File: src/rtl/mdu_pkg.sv
// Shared definitions for the iterative multiply/divide unit:
// op bit positions, FSM state encoding and a one-hot qualifier.
package mdu_pkg;

    localparam int MDU_MULT  = 3;
    localparam int MDU_MULTU = 2;
    localparam int MDU_DIV   = 1;
    localparam int MDU_DIVU  = 0;

    typedef enum logic [1:0] {
        IDLE,
        CALC,
        DONE
    } mdu_state_t;

    // Zero and multi-hot op codes are not requests.
    function automatic logic is_onehot4(input logic [3:0] v);
        return (v != 4'd0) && ((v & (v - 4'd1)) == 4'd0);
    endfunction

endpackage

File: src/rtl/mdu_div_step.sv
// One restoring-division step: shift in a dividend bit, subtract the
// divisor when it fits, and report the resulting quotient bit.
module mdu_div_step #(
    parameter int WIDTH = 32
) (
    input  logic [WIDTH-1:0] rem_i,
    input  logic             bit_i,
    input  logic [WIDTH-1:0] divisor_i,
    output logic [WIDTH-1:0] rem_o,
    output logic             q_o
);

    logic [WIDTH:0] trial;
    logic [WIDTH:0] diff;

    assign trial = {rem_i, bit_i};
    assign diff  = trial - {1'b0, divisor_i};
    assign q_o   = (trial >= {1'b0, divisor_i});
    // Either branch is below the divisor, so WIDTH bits always suffice.
    assign rem_o = q_o ? diff[WIDTH-1:0] : trial[WIDTH-1:0];

endmodule

File: src/rtl/mdu_iter.sv
// Iterative MIPS mult/multu/div/divu unit: one bit per cycle on operand
// magnitudes, sign fix-up on the final edge, result held until taken.
module mdu_iter
    import mdu_pkg::*;
#(
    parameter int WIDTH = 32
) (
    input  logic             clk,
    input  logic             resetn,
    input  logic             in_valid,
    output logic             in_ready,
    input  logic [3:0]       op,
    input  logic [WIDTH-1:0] scr0,
    input  logic [WIDTH-1:0] scr1,
    input  logic             flush,
    output logic             out_valid,
    input  logic             out_ready,
    output logic [WIDTH-1:0] hi,
    output logic [WIDTH-1:0] lo,
    output logic             busy
);

    localparam int CNT_W = $clog2(WIDTH + 1);

    mdu_state_t       state_q;
    logic [CNT_W-1:0] cnt_q;
    logic [WIDTH-1:0] acc_q, sh_q, opnd_q, hi_q, lo_q;
    logic             is_div_q, dz_q, neg_lo_q, neg_hi_q;

    logic             accept, signed_op, div_op, div_zero, s0, s1, q_bit;
    logic [WIDTH-1:0] mag0, mag1, rem_nx, mul_add, lo_fix, hi_fix;
    logic [WIDTH:0]   msum;
    logic [2*WIDTH-1:0] prod, prod_fix;

    assign accept    = in_valid && (state_q == IDLE) && !flush && is_onehot4(op);
    assign signed_op = op[MDU_MULT] | op[MDU_DIV];
    assign div_op    = op[MDU_DIV] | op[MDU_DIVU];
    assign div_zero  = div_op && (scr1 == '0);
    assign s0        = signed_op & scr0[WIDTH-1];
    assign s1        = signed_op & scr1[WIDTH-1];
    assign mag0      = s0 ? -scr0 : scr0;
    assign mag1      = s1 ? -scr1 : scr1;

    // Multiply: acc_q is the running upper half, sh_q the multiplier
    // shifting out LSB-first while product bits shift in from the top.
    assign mul_add = sh_q[0] ? opnd_q : '0;
    assign msum    = {1'b0, acc_q} + {1'b0, mul_add};

    // Divide: acc_q is the partial remainder, sh_q the dividend shifting
    // out MSB-first while quotient bits shift in at the bottom.
    mdu_div_step #(.WIDTH(WIDTH)) u_div_step (
        .rem_i     (acc_q),
        .bit_i     (sh_q[WIDTH-1]),
        .divisor_i (opnd_q),
        .rem_o     (rem_nx),
        .q_o       (q_bit)
    );

    assign prod     = {acc_q, sh_q};
    assign prod_fix = neg_lo_q ? -prod : prod;
    assign lo_fix   = neg_lo_q ? -sh_q : sh_q;
    assign hi_fix   = neg_hi_q ? -acc_q : acc_q;

    always_ff @(posedge clk or negedge resetn) begin
        if (!resetn) begin
            state_q  <= IDLE;
            cnt_q    <= '0;
            acc_q    <= '0;
            sh_q     <= '0;
            opnd_q   <= '0;
            hi_q     <= '0;
            lo_q     <= '0;
            is_div_q <= 1'b0;
            dz_q     <= 1'b0;
            neg_lo_q <= 1'b0;
            neg_hi_q <= 1'b0;
        end else if (flush) begin
            state_q <= IDLE;
        end else begin
            case (state_q)
                IDLE: begin
                    if (accept) begin
                        state_q  <= CALC;
                        cnt_q    <= '0;
                        acc_q    <= '0;
                        is_div_q <= div_op;
                        dz_q     <= div_zero;
                        neg_lo_q <= s0 ^ s1;
                        neg_hi_q <= div_op ? s0 : (s0 ^ s1);
                        opnd_q   <= div_op ? mag1 : mag0;
                        // Divide-by-zero returns the raw dividend in hi.
                        sh_q     <= div_zero ? scr0 : (div_op ? mag0 : mag1);
                    end
                end
                CALC: begin
                    if (dz_q) begin
                        state_q <= DONE;
                        hi_q    <= sh_q;
                        lo_q    <= '1;
                    end else if (cnt_q == CNT_W'(WIDTH)) begin
                        state_q <= DONE;
                        if (is_div_q) begin
                            hi_q <= hi_fix;
                            lo_q <= lo_fix;
                        end else begin
                            {hi_q, lo_q} <= prod_fix;
                        end
                    end else begin
                        cnt_q <= cnt_q + CNT_W'(1);
                        if (is_div_q) begin
                            acc_q <= rem_nx;
                            sh_q  <= {sh_q[WIDTH-2:0], q_bit};
                        end else begin
                            {acc_q, sh_q} <= {msum, sh_q[WIDTH-1:1]};
                        end
                    end
                end
                DONE: begin
                    if (out_ready) state_q <= IDLE;
                end
                default: state_q <= IDLE;
            endcase
        end
    end

    assign in_ready  = (state_q == IDLE);
    assign busy      = (state_q != IDLE);
    assign out_valid = (state_q == DONE);
    assign hi        = hi_q;
    assign lo        = lo_q;

endmodule

File: config.mk
export PLATFORM = sky130hd
export DESIGN_NAME = mdu_iter
export DESIGN_NICKNAME = d
export VERILOG_FILES = /design/src/rtl/mdu_pkg.sv /design/src/rtl/mdu_div_step.sv /design/src/rtl/mdu_iter.sv
export SDC_FILE = /design/constraint.sdc
export NUM_CORES = 1
export LEC_CHECK = 0
export BUFFER_PORTS_ARGS = -buffer_cell sky130_fd_sc_hd__buf_2
export CAP_MARGIN = 20
export CORE_MARGIN = 8
export CORE_UTILIZATION = 45
export DETAILED_ROUTE_END_ITERATION = 6
export GPL_TIMING_DRIVEN = 1
export SYNTH_ARGS = -nofsm -noshare
export SYNTH_HDL_FRONTEND = slang
export SYNTH_HIERARCHICAL = 1
export SYNTH_SLANG_ARGS = --single-unit
File: constraint.sdc
create_clock -name clk -period 5 [get_ports clk]
set_clock_uncertainty 0.15 [all_clocks]
set_input_delay 0.75 -clock clk [delete_from_list [all_inputs] [get_ports clk]]
set_output_delay 0.75 -clock clk [all_outputs]
set_load 0.005 [all_outputs]
== Word level (Yosys, flattened, before mapping) ==
Cells that the tools add are included.

* Flip-flop bits (word level): 172
* RAM bits: 0
* Memories kept: 0
* Latch bits: 0
* Word-level logic and storage cells: 91
* ROM bits: 0
* Output and inout bits: 67

* Div/mod/pow operators: 0
* Reduce and logical (&&, ||, !) cells: 17
* $mul: 0
* $lt $le $gt $ge: 1
* $add $sub $neg: 9
* Equality and inequality tests: 9
* Muxes and demuxes: 37
* Bitwise logic cells: 7
* Shift-type cells: 0

{| class="wikitable"
|+ Operators with widths
! kind !! count
|-
| $mux W32 || 23
|-
| $neg A32 Y32 || 4
|-
| $pmux W32 S2 || 2
|-
| $mux W64 || 1
|-
| $neg A64 Y64 || 1
|-
| $add A32 B32 Y33 || 1
|-
| $ge A33 B32 Y1 || 1
|-
| $logic_not A32 Y1 || 1
|-
| $sub A32 B32 Y32 || 1
|-
| $mux W6 || 3
|-
| $pmux W6 S2 || 1
|-
| $mux W2 || 5
|-
| $reduce_and A3 Y1 || 3
|-
| $add A6 B1 Y6 const B || 1
|-
| $eq A6 B6 Y1 const B || 1
|-
| $pmux W2 S3 || 1
|-
| $reduce_bool A2 Y1 || 3
|-
| $logic_and A1 B1 Y1 || 5
|-
| $reduce_and A5 Y1 || 1
|-
| $and A4 B4 Y4 || 1
|-
| $logic_not A4 Y1 || 1
|-
| $ne A2 B2 Y1 const B || 2
|-
| $ne A4 B4 Y1 const B || 1
|-
| $reduce_bool A4 Y1 || 1
|-
| 13 further kinds || 15
|}

== Logic depth before layout (Yosys ltp) ==
* Depth in word-level cells: 8
* Mapped depth: 18

== Hierarchy ==
Netlist, hierarchy kept.

{| class="wikitable"
|+ By module, submodules not included
! module !! times used !! sequential area each (um2) !! area each (um2) !! cells an instance
|-
| mdu_iter || 1 || 4304.1 || 13341.5 || 1669
|-
| mdu_div_step || 1 || 0.0 || 2331.0 || 323
|}

== Least setup slack after synthesis ==
Ideal clock, no wire load.

* Path type: register to register
* From: reg acc_q[6]
* To: reg acc_q[28]
* Arrival: 3.307 ns
* Setup time: 0.124 ns
* Required time: 4.726 ns
* Cell stages (with the launch flop): 16
* Setup slack: 1.419 ns
* Buffers on the path: 2
* Cell sequence: dfrtp_1 ha_1 a21oi_2 a211oi_1 or3_4 nor4b_4 o21ai_2 a31oi_4 o21a_4 inv_2 buf_6 buf_12 mux2_4 a21oi_1 o221ai_1 a211o_1

* Cells in the longest elaborated chain, start to end: 6

{| class="wikitable"
|+ Ends and longest elaborated chain
! element !! line !! text
|-
| start: declaration || mdu_iter.sv:27 || <nowiki>logic [WIDTH-1:0] acc_q, sh_q, opnd_q, hi_q, lo_q;</nowiki>
|-
| start signal: assignment || mdu_iter.sv:111 || <nowiki>acc_q <= rem_nx;</nowiki>
|-
| start signal: assignment || mdu_iter.sv:114 || <nowiki>{acc_q, sh_q} <= {msum, sh_q[WIDTH-1:1]};</nowiki>
|-
| $ge A33 B32 Y1 || mdu_div_step.sv:18 || <nowiki>assign q_o = (trial >= {1'b0, divisor_i});</nowiki>
|-
| net q_bit || mdu_iter.sv:30 || <nowiki>logic accept, signed_op, div_op, div_zero, s0, s1, q_bit;</nowiki>
|-
| $mux W32 || mdu_div_step.sv:20 || <nowiki>assign rem_o = q_o ? diff[WIDTH-1:0] : trial[WIDTH-1:0];</nowiki>
|-
| net rem_nx[28] || mdu_iter.sv:31 || <nowiki>logic [WIDTH-1:0] mag0, mag1, rem_nx, mul_add, lo_fix, hi_fix;</nowiki>
|-
| $mux W32 || mdu_iter.sv:110 || <nowiki>if (is_div_q) begin</nowiki>
|-
| $mux W32 || mdu_iter.sv:100 || <nowiki>end else if (cnt_q == CNT_W'(WIDTH)) begin</nowiki>
|-
| $mux W32 || mdu_iter.sv:96 || <nowiki>if (dz_q) begin</nowiki>
|-
| $pmux W32 S2 || mdu_iter.sv:80 || <nowiki>case (state_q)</nowiki>
|}

The timed path passes the listed nets, and every way through them passes these cells. The select of a mux whose other input is x is not followed.
A chain may end at the register's enable or synchronous reset.

== Worst setup path after layout ==
* From: reg acc_q[10]
* To: reg acc_q[4]

The elaborated chain is that of the path after synthesis.

==> impl_metrics.json <==
{
  "ios": 140,
  "grt_setup_unrepaired": "no",
  "vdd_drop_max_uv": 261.8,
  "power_w": 0.009266,
  "numPortBuffers": 139,
  "max_stage_delay_ns": 0.51,
  "powerDensity_nw_per_um2": 532.8,
  "outcome": "finished, final reports clean",
  "dr.first_iter.drc_count": 1592,
  "grt-ovfl-total": 0,
  "power_frac_comb_pct": 59.1,
  "drive_gt1_share_pct": 14.27,
  "r2r_setup_slack_ns": 0.88,
  "finalCritPeriodShare_pct": 82.35,
  "setup-violations-final": 0,
  "cp_cell_sequence": "ha_1, nand4_1, nor3_1, o211ai_1, nor4b_4, o21ai_2, a31oi_4, o21a_4, inv_2, buf_4, mux2_2, and2_1, a31oi_1, o21ai_0",
  "yosys_most_used_dff": "dfrtp_1",
  "yosysWarnings": 6,
  "n_fill_cell": 3436,
  "min_path_type": "input port to asynchronous set/reset pin",
  "endpoint_kind": "flip-flop",
  "r2r_start": "acc_q[10]",
  "worst-path-buf-inv": 2,
  "clkPwrFrac_pct": 15.7,
  "num_vias": 15760,
  "clockBufferDepth": 2,
  "hold_viol_final": 0,
  "crit_slowest_cell": "dfrtp_1",
  "row_count": 68,
  "ys_seq_area_share_pct": 27.46,
  "critPathKind": "flip-flop to flip-flop",
  "place_congestion": 1.001,
  "area_growth_pct": 10.96,
  "vias_per_cell": 6.227,
  "ys_types": 85,
  "cp_data_required_time_ns": 5.17,
  "dr.pass1.iters": 6,
  "ys_async_sr_fraction_pct": 100.0,
  "die-area_sq_um": 41050,
  "cts_setup_buffers": 0,
  "synth_area_sq_um": 15670,
  "grt_use_total_pct": 28.69,
  "cpLargestDelayFamily": "compound AO/OA/AOI/OAI gates",
  "die_w_microns": 202.6,
  "cts_made_buffers": 17,
  "cellInternalPower_w": 0.004777,
  "slew_violations": 0,
  "grt_max_degree": 94,
  "power.net_switching_w": 0.004489,
  "synth_cells": 1992,
  "fp.dieH_microns": 202.6,
  "cts_resized": 0,
  "relSlewSlack_pct": 29.65,
  "switching_share_pct": 48.45,
  "synth.ff_latch_count": 172,
  "crit_path_start": "acc_q[10]",
  "ctsHoldBuffers": 0,
  "wl_per_cell_microns": 23.92,
  "antenna_found_initial": 2,
  "grt_pass1_wl_microns": 92150,
  "cts_tree": "built",
  "grt_pass1_vias": 14900,
  "start_util_pct": 45.48,
  "syn_nets": 2137,
  "path_max_fanout": 16,
  "cts_root_buffer": "clkbuf_16",
  "wl_microns": 60540,
  "place_hpwl_microns": 46990,
  "seqPwrFrac_pct": 25.2,
  "critPathArrivalTime_ns": 4.28,
  "clock_sinks": 172,
  "critPathLaunchType": "flip-flop",
  "layout.nets": 2208,
  "synth_edf_count": 0,
  "final.min_clock_period_ns": 4.117,
  "tns_ns": 0,
  "tightest_slew_ns": 1.046,
  "core_sq_um": 34460,
  "clk_pin_slew_worst_paths_ns": 0.07,
  "insertion_delay_ns": 0.45,
  "p_leak_nw": 7.668,
  "drc": 0,
  "max_cap_viol_count": 0,
  "ant_nets": 0,
  "h-tree-depth": 4,
  "synth.avg_cell_area_sq_um": 7.868,
  "fmax_ghz": 0.2429
}
==> cell type report <==
cell class              count  area, sq um  area share (%)
well taps                 455        569.3           3.274
repair buffers            184         1052           6.051
clock buffers              18        429.2           2.468
clock inverters            13        185.2           1.065
inverters                  72        270.3           1.554
diodes                      1        2.502         0.01439
multi-input cells        1616        10580           60.82
flip-flops and latches    172         4305           24.76
==> metrics by stage <==
step / worst slack (ns) / instances / area (sq um) / hold slack [ns] / utilization (%)
6_report: 0.8826 / 2531 / 17390 / 0.1848 / 50.47
3_3_place_gp: 1.020 / 2499 / 16770 / 0.2949 / 48.68
2_1_floorplan: 1.419 / 1992 / 15670 / 0.3031 / -
5_1_grt: 0.6678 / 2530 / 17390 / 0.2502 / 50.46
3_5_place_dp: 0.9272 / 2499 / 16770 / 0.3010 / 48.68
4_1_cts: 0.9038 / 2530 / 17390 / 0.2432 / 50.46
==> synth_stat cells (7+ instances only) <==
cell type	count	area, sq um
xnor2_1	106	928.4
o211ai_1	43	322.8
or4_1	7	52.55
clkbuf_1	113	424.2
nor4_1	27	168.9
a21o_1	18	135.1
a32oi_1	9	78.83
a31oi_1	22	137.6
nand2_1	206	773.2
nor2b_1	16	100.1
xor2_1	81	709.4
and2_1	38	237.7
nand4_1	21	131.4
ha_1	70	875.8
mux2_2	28	315.3
o41ai_1	10	87.58
o31ai_1	26	195.2
o21ai_0	167	835.8
o22a_1	12	105.1
a211oi_1	9	67.56
dfrtp_1	172	4304
nor3_1	56	280.3
and3_1	9	56.30
nor3b_1	7	52.55
mux2_4	9	135.1
inv_1	70	262.8
mux2i_1	44	440.4
nand2b_1	15	93.84
or3_1	20	125.1
buf_2	11	55.05
a221oi_1	9	78.83
a21oi_1	150	750.7
o21a_1	8	60.06
nand3_1	97	485.5
nor2_1	153	574.3
o221ai_1	16	140.1
or2_2	7	43.79
o21bai_1	10	75.07
==> metal layers <==
metal / track usage (%) / part of all wire [%] / wire length (microns)
met4: 8.547 / 2.6 / 1570
met1: 41.09 / 45 / 27490
met5: 0 / 0.020 / 12
met3: 5.929 / 9.0 / 5458
met2: 42.83 / 43 / 26000
==> power groups by stage <==
stage | Sequential [W] | Combinational [W] | Clock, W
after global placement | 0.00232 | 0.00530 | 0
after global routing | 0.00236 | 0.00595 | 0.00152
after detailed placement | 0.00233 | 0.00533 | 0
after floorplan | 0.00199 | 0.00417 | 0
after CTS | 0.00230 | 0.00536 | 0.00147
final | 0.00233 | 0.00548 | 0.00145
==> registers in the layout, indices dropped and copies added (netlist names) <==
name      flops
acc_q        32
cnt_q         6
dz_q          1
hi           32
is_div_q      1
lo           32
neg_hi_q      1
neg_lo_q      1
opnd_q       32
sh_q         32
state_q       2
==> worst reg2reg max path: cells and delay by family, from the launching register on <==
family          cells  cell delay [ns]
fa+ha+maj           1             0.47
simple gates        4             0.85
mux                 1             0.36
compound gates      6             0.98
buf+inv             2             0.67
flops               1             0.51
==> logic make-up (layout without fill, tap and decap cells) <==
group	Yosys count	in the layout	synth area share, %
AO/OA/AOI/OAI	575	575	23.46
XOR/XNOR	187	187	10.45
adder cells (fa/ha/maj)	72	72	5.844
buffers and inverters	204	287	5.221
flip-flops	172	172	27.46
multiplexers	81	81	5.684
other	0	1	0
AND/OR/NAND/NOR	701	701	21.88
==> placed cells by master (no fill, tap or decap), types with 55 or more instances in the layout <==
cell / Yosys / final
nand3_1: 97 / 97
xnor2_1: 106 / 106
a21oi_1: 150 / 150
inv_1: 70 / 70
nor3_1: 56 / 55
dfrtp_1: 172 / 171
nand2_1: 206 / 206
xor2_1: 81 / 81
o21ai_0: 167 / 167
ha_1: 70 / 70
buf_2: 11 / 138
nor2_1: 153 / 150
==> worst paths after layout <==
path	cells after the start	end
max	14	acc_q[4]
min	1	hi[22]
max reg2reg	14	acc_q[4]
min reg2reg	2	lo[29]
max in group asynchronous	2	cnt_q[1]
min in group clk	2	lo[29]
No activity file was read; power rests on OpenSTA's default activity.
